<file path="src/rtl/key_pulse_gen.sv">
// Push-button conditioner: synchronizer, debounce filter and press/auto-repeat FSM
// producing one-cycle strobes suitable for a counter enable.
module key_pulse_gen #(
    parameter int SYNC_STAGES   = 2,
    parameter int DB_CYCLES     = 16,
    parameter int HOLD_CYCLES   = 64,
    parameter int REPEAT_CYCLES = 16
) (
    input  logic Clk,
    input  logic resetn,
    input  logic key,
    input  logic rep_en,
    output logic pulse,
    output logic pressed,
    output logic rep_active
);

    localparam int DB_W   = $clog2(DB_CYCLES + 1);
    localparam int TMAX   = (HOLD_CYCLES > REPEAT_CYCLES) ? HOLD_CYCLES : REPEAT_CYCLES;
    localparam int TMR_W  = (TMAX > 1) ? $clog2(TMAX) : 1;

    localparam logic [DB_W-1:0]  DB_LAST   = DB_W'(DB_CYCLES - 1);
    localparam logic [TMR_W-1:0] HOLD_LAST = TMR_W'(HOLD_CYCLES - 1);
    localparam logic [TMR_W-1:0] REP_LAST  = TMR_W'(REPEAT_CYCLES - 1);

    typedef enum logic [1:0] {
        S_IDLE,
        S_HOLD,
        S_REPEAT
    } state_t;

    // ------------------------------------------------------------------
    // Synchronizer chain; stage 0 captures the asynchronous pin.
    // ------------------------------------------------------------------
    logic [SYNC_STAGES-1:0] sync_q;
    logic                   key_s;

    always_ff @(posedge Clk or negedge resetn) begin
        if (!resetn) begin
            sync_q[0] <= 1'b0;
        end else begin
            sync_q[0] <= key;
        end
    end

    generate
        for (genvar gi = 1; gi < SYNC_STAGES; gi++) begin : g_sync
            always_ff @(posedge Clk or negedge resetn) begin
                if (!resetn) begin
                    sync_q[gi] <= 1'b0;
                end else begin
                    sync_q[gi] <= sync_q[gi-1];
                end
            end
        end
    endgenerate

    assign key_s = sync_q[SYNC_STAGES-1];

    // ------------------------------------------------------------------
    // Debounce: a new level must persist DB_CYCLES consecutive cycles.
    // ------------------------------------------------------------------
    logic [DB_W-1:0] db_cnt_q;
    logic [DB_W-1:0] db_cnt_d;
    logic            pressed_q;
    logic            pressed_d;

    always_comb begin
        db_cnt_d  = db_cnt_q;
        pressed_d = pressed_q;
        if (key_s == pressed_q) begin
            db_cnt_d = '0;
        end else if (db_cnt_q == DB_LAST) begin
            pressed_d = key_s;
            db_cnt_d  = '0;
        end else begin
            db_cnt_d = db_cnt_q + 1'b1;
        end
    end

    always_ff @(posedge Clk or negedge resetn) begin
        if (!resetn) begin
            db_cnt_q  <= '0;
            pressed_q <= 1'b0;
        end else begin
            db_cnt_q  <= db_cnt_d;
            pressed_q <= pressed_d;
        end
    end

    // ------------------------------------------------------------------
    // Press / auto-repeat FSM with registered strobe and repeat flag.
    // ------------------------------------------------------------------
    state_t           state_q;
    logic [TMR_W-1:0] timer_q;
    logic             pulse_q;
    logic             rep_active_q;
    logic             timer_max;

    // One shared terminal-count compare, selected by the phase being timed.
    assign timer_max = (state_q == S_REPEAT) ? (timer_q == REP_LAST)
                                             : (timer_q == HOLD_LAST);

    always_ff @(posedge Clk or negedge resetn) begin
        if (!resetn) begin
            state_q      <= S_IDLE;
            timer_q      <= '0;
            pulse_q      <= 1'b0;
            rep_active_q <= 1'b0;
        end else begin
            pulse_q <= 1'b0;
            case (state_q)
                S_IDLE: begin
                    rep_active_q <= 1'b0;
                    if (pressed_q) begin
                        pulse_q <= 1'b1;
                        timer_q <= '0;
                        state_q <= S_HOLD;
                    end
                end
                S_HOLD: begin
                    if (!pressed_q) begin
                        state_q <= S_IDLE;
                    end else if (rep_en && timer_max) begin
                        pulse_q      <= 1'b1;
                        timer_q      <= '0;
                        state_q      <= S_REPEAT;
                        rep_active_q <= 1'b1;
                    end else if (!timer_max) begin
                        timer_q <= timer_q + 1'b1;
                    end
                end
                S_REPEAT: begin
                    // Release takes priority over a coinciding timer expiry.
                    if (!pressed_q) begin
                        state_q      <= S_IDLE;
                        rep_active_q <= 1'b0;
                    end else if (!rep_en) begin
                        state_q      <= S_HOLD;
                        timer_q      <= '0;
                        rep_active_q <= 1'b0;
                    end else if (timer_max) begin
                        pulse_q <= 1'b1;
                        timer_q <= '0;
                    end else begin
                        timer_q <= timer_q + 1'b1;
                    end
                end
                default: begin
                    state_q      <= S_IDLE;
                    timer_q      <= '0;
                    rep_active_q <= 1'b0;
                end
            endcase
        end
    end

    assign pulse      = pulse_q;
    assign pressed    = pressed_q;
    assign rep_active = rep_active_q;

endmodule
</file>
<file path="config.mk">
export PLATFORM = sky130hd
export DESIGN_NAME = key_pulse_gen
export DESIGN_NICKNAME = d
export VERILOG_FILES = /design/src/rtl/key_pulse_gen.sv
export SDC_FILE = /design/constraint.sdc
export NUM_CORES = 1
export LEC_CHECK = 0
export BUFFER_PORTS_ARGS = -buffer_cell sky130_fd_sc_hd__buf_2
export CAP_MARGIN = 30
export CORE_MARGIN = 2
export CORE_UTILIZATION = 36
export DETAILED_ROUTE_END_ITERATION = 10
export MAX_ROUTING_LAYER = met4
export PLACE_DENSITY = 0.61
export SYNTH_ARGS = -nofsm -noshare
export SYNTH_HDL_FRONTEND = slang
export SYNTH_SLANG_ARGS = --single-unit
</file>
<file path="constraint.sdc">
create_clock -name Clk -period 4.2 [get_ports Clk]
set_clock_uncertainty 0.05 [all_clocks]
set_input_delay 0.42 -clock Clk [delete_from_list [all_inputs] [get_ports Clk]]
set_output_delay 0.42 -clock Clk [all_outputs]
set_load 0.01 [all_outputs]
</file>
==> results_dict.tcl <==
set metrics [dict create \
    cts_buffers 3 \
    syn_inst 94 \
    synth.most_common_cell "dfrtp_1" \
    path_clk_slew_ns 0.11 \
    synth_edf_count 0 \
    ys_warn_count 0 \
    ir_worst_vdd_mv 0.170 \
    clk-insertion-delay-late_ns 0.31 \
    cts_tree "built" \
    synth_flop_cell "dfrtp_1" \
    max_freq_ghz 0.455 \
    ys_seq_area_frac 0.466 \
    slew_violations 0 \
    synth_area_leaders "dfrtp_1 47%, ha_1 7.8%, nor2_1 3.9%" \
    drtIter0Drc 27 \
    maxCapViolCount 0 \
    dr.pass1.iters 4 \
    dp_hpwl_mm 1.34 \
    wl_mm 1.81 \
    gp_congestion 0.817 \
    status "finished, final reports clean" \
    critical_path_class "reg -> reg" \
    synth_common_cells "18 x dfrtp_1, 10 x nor2_1, 9 x inv_1" \
    ys_types 33 \
    drtAntennaViolNets 0 \
    die_w_um 55.8 \
    slew_headroom 0.465 \
    core_um2 2520 \
    clockBufferDepth 2 \
    async_reset_ff_frac 1.00 \
    tns_ns 0 \
    start_util 0.383 \
    synth_fa_ha_area_frac 0.0776 \
    synthMuxAreaShare 0.0323 \
    placementRows 18 \
    hold_violations 0 \
    syn_to_final_growth_pct 11.3 \
    syn_nets 104 \
    synth-seq-cells 18 \
    fin_cells 134 \
    synthXorXnorAreaFrac 0.0362 \
    n_antenna_cell 0 \
    die_area_um2 3120 \
    total_power_mw 0.307 \
    tightestPinTransition_ns 0.782 \
    period_needed_ns 2.20 \
    wl_per_cell_um 13.5 \
    postCtsSetupRepairBufs 0 \
    vias 731 \
    grt_max_degree 19 \
    synth-simple-area-share 0.185 \
    nFillCells 243 \
    setup_violations 0 \
    crit_arrival_ns 2.40 \
    fin_ws_ns 2.00 \
    critPathLaunchType "register" \
    h-tree-depth 1 \
    whs_ns 0.166 \
    worst_ep_required_time_ns 4.40 \
    antenna_found_initial 0 \
    syn-cell-area_um2 967 \
    via_per_inst 5.46 \
    finalNetCount 115 \
    dieHeight_um 55.8 \
    track_usage 0.135 \
    port_buffers 6 \
    synth_top_family_by_area "simple AND/OR/NAND/NOR gates" \
    drive_above_1_share 0.135 \
    pre_cts_ws_ns 2.09 \
    placedCellCount 129 \
    cp_max_fo 7 \
    route.detailed.drc 0 \
    p_per_area_nw_per_um2 285 \
    hold_class "in -> reg" \
    leakage_nw 0.479 \
    cts_sinks 18 \
    root_buffer "clkbuf_4" \
    synth_compound_gate_area_share 0.163 \
    worstSetupEndpointType "register" \
    first_global_vias 718 \
    grt_overflow 0 \
    ios 7 \
    grt_pass1_wl_mm 3.25 \
    rsz0062_at_grt "false" \
    synth_top_area_cell "dfrtp_1" \
    synth_top_area_frac 0.466 \
    finalCritPeriodShare 0.524 \
    avgSynthCellArea_um2 10.3 \
]
[through the flow]
stage | util | cell area (µm²)
detailed placement | 0.408 | 1030
CTS | 0.427 | 1080
finish | 0.427 | 1080
global route | 0.427 | 1080
floorplan | - | 967
global placement | 0.408 | 1030
[worst paths after layout]
kind,start,endpoint,slack (ns),cells past startpoint
max,state_q[0]$_DFFE_PN0P_,timer_q[0]$_DFFE_PN0P_,2.00,6
min,key,sync_q[0]$_DFF_PN0_,0.17,1
max reg2reg,state_q[0]$_DFFE_PN0P_,timer_q[0]$_DFFE_PN0P_,2.00,6
min reg2reg,sync_q[0]$_DFF_PN0_,key_s$_DFF_PN0_,0.31,0
max in group asynchronous,resetn,db_cnt_q[1]$_DFF_PN0_,3.30,2
min in group asynchronous,resetn,state_q[0]$_DFFE_PN0P_,0.51,2
[routing by layer]
metal  GRT usage  part of all wire  vias to the layer above
li1            -                 -                      359
met2       0.201              0.46                       15
met3      0.0349             0.037                        5
met1       0.176              0.49                      352
met5           -                 0                        -
met4      0.0510             0.018                        0
[flip-flops by register name, summed over array words and instances (netlist names)]
signal / count
db_cnt_q: 5
key_s: 1
pressed: 1
pulse: 1
rep_active: 1
state_q: 2
sync_q: 1
timer_q: 6
[critical path, cell delays in order (launching register included)]
cell	delay (ns)
dfrtp_1	0.47
inv_1	0.11
ha_1	0.23
a21oi_1	0.13
a2111oi_0	0.71
and2_1	0.28
mux2_2	0.16
[cell type report]
type	instances	area [µm²]	area share
Multi-Input combinational cell	66	478	0.444
Timing Repair Buffer	7	40.0	0.0372
Tap cell	30	37.5	0.0349
Sequential cell	18	450	0.419
Clock buffer	4	36.3	0.0337
Inverter	9	33.8	0.0314
[cells by family (layout without fill, tap and decap cells)]
logic type	after synthesis	in the layout
mux	3	3
simple gates	32	32
flops	18	18
xor+xnor	4	4
fa+ha+maj	6	6
buf+inv	10	20
compound gates	21	21
[placed cells by master, fill, tap and decap left out, types with 2 or more instances in the layout]
master and count:
mux2i_1 2, nand3b_1 2, o22ai_1 2, a21oi_1 3
ha_1 6, a31oi_1 3, and3_1 3, inv_1 9
buf_2 6, nand3_1 4, nand2_1 3, xor2_1 3
clkbuf_4 3, a22o_1 2, and2_1 2, dfrtp_1 18
nor2_1 10, o21ai_0 5
[timing repair]
action | 4_1_cts | 5_1_grt
hold buffers | 1 | 0
endpoints found under the hold margin | 18 | 0
gates resized for setup | 0 | 0
[report_power, final]
part           switching [mW]  leakage [nW]  internal (mW)
registers             0.00256         0.244          0.177
clock network          0.0593        0.0210         0.0529
logic                 0.00984         0.214        0.00569
(Power assumes the default switching activity.)
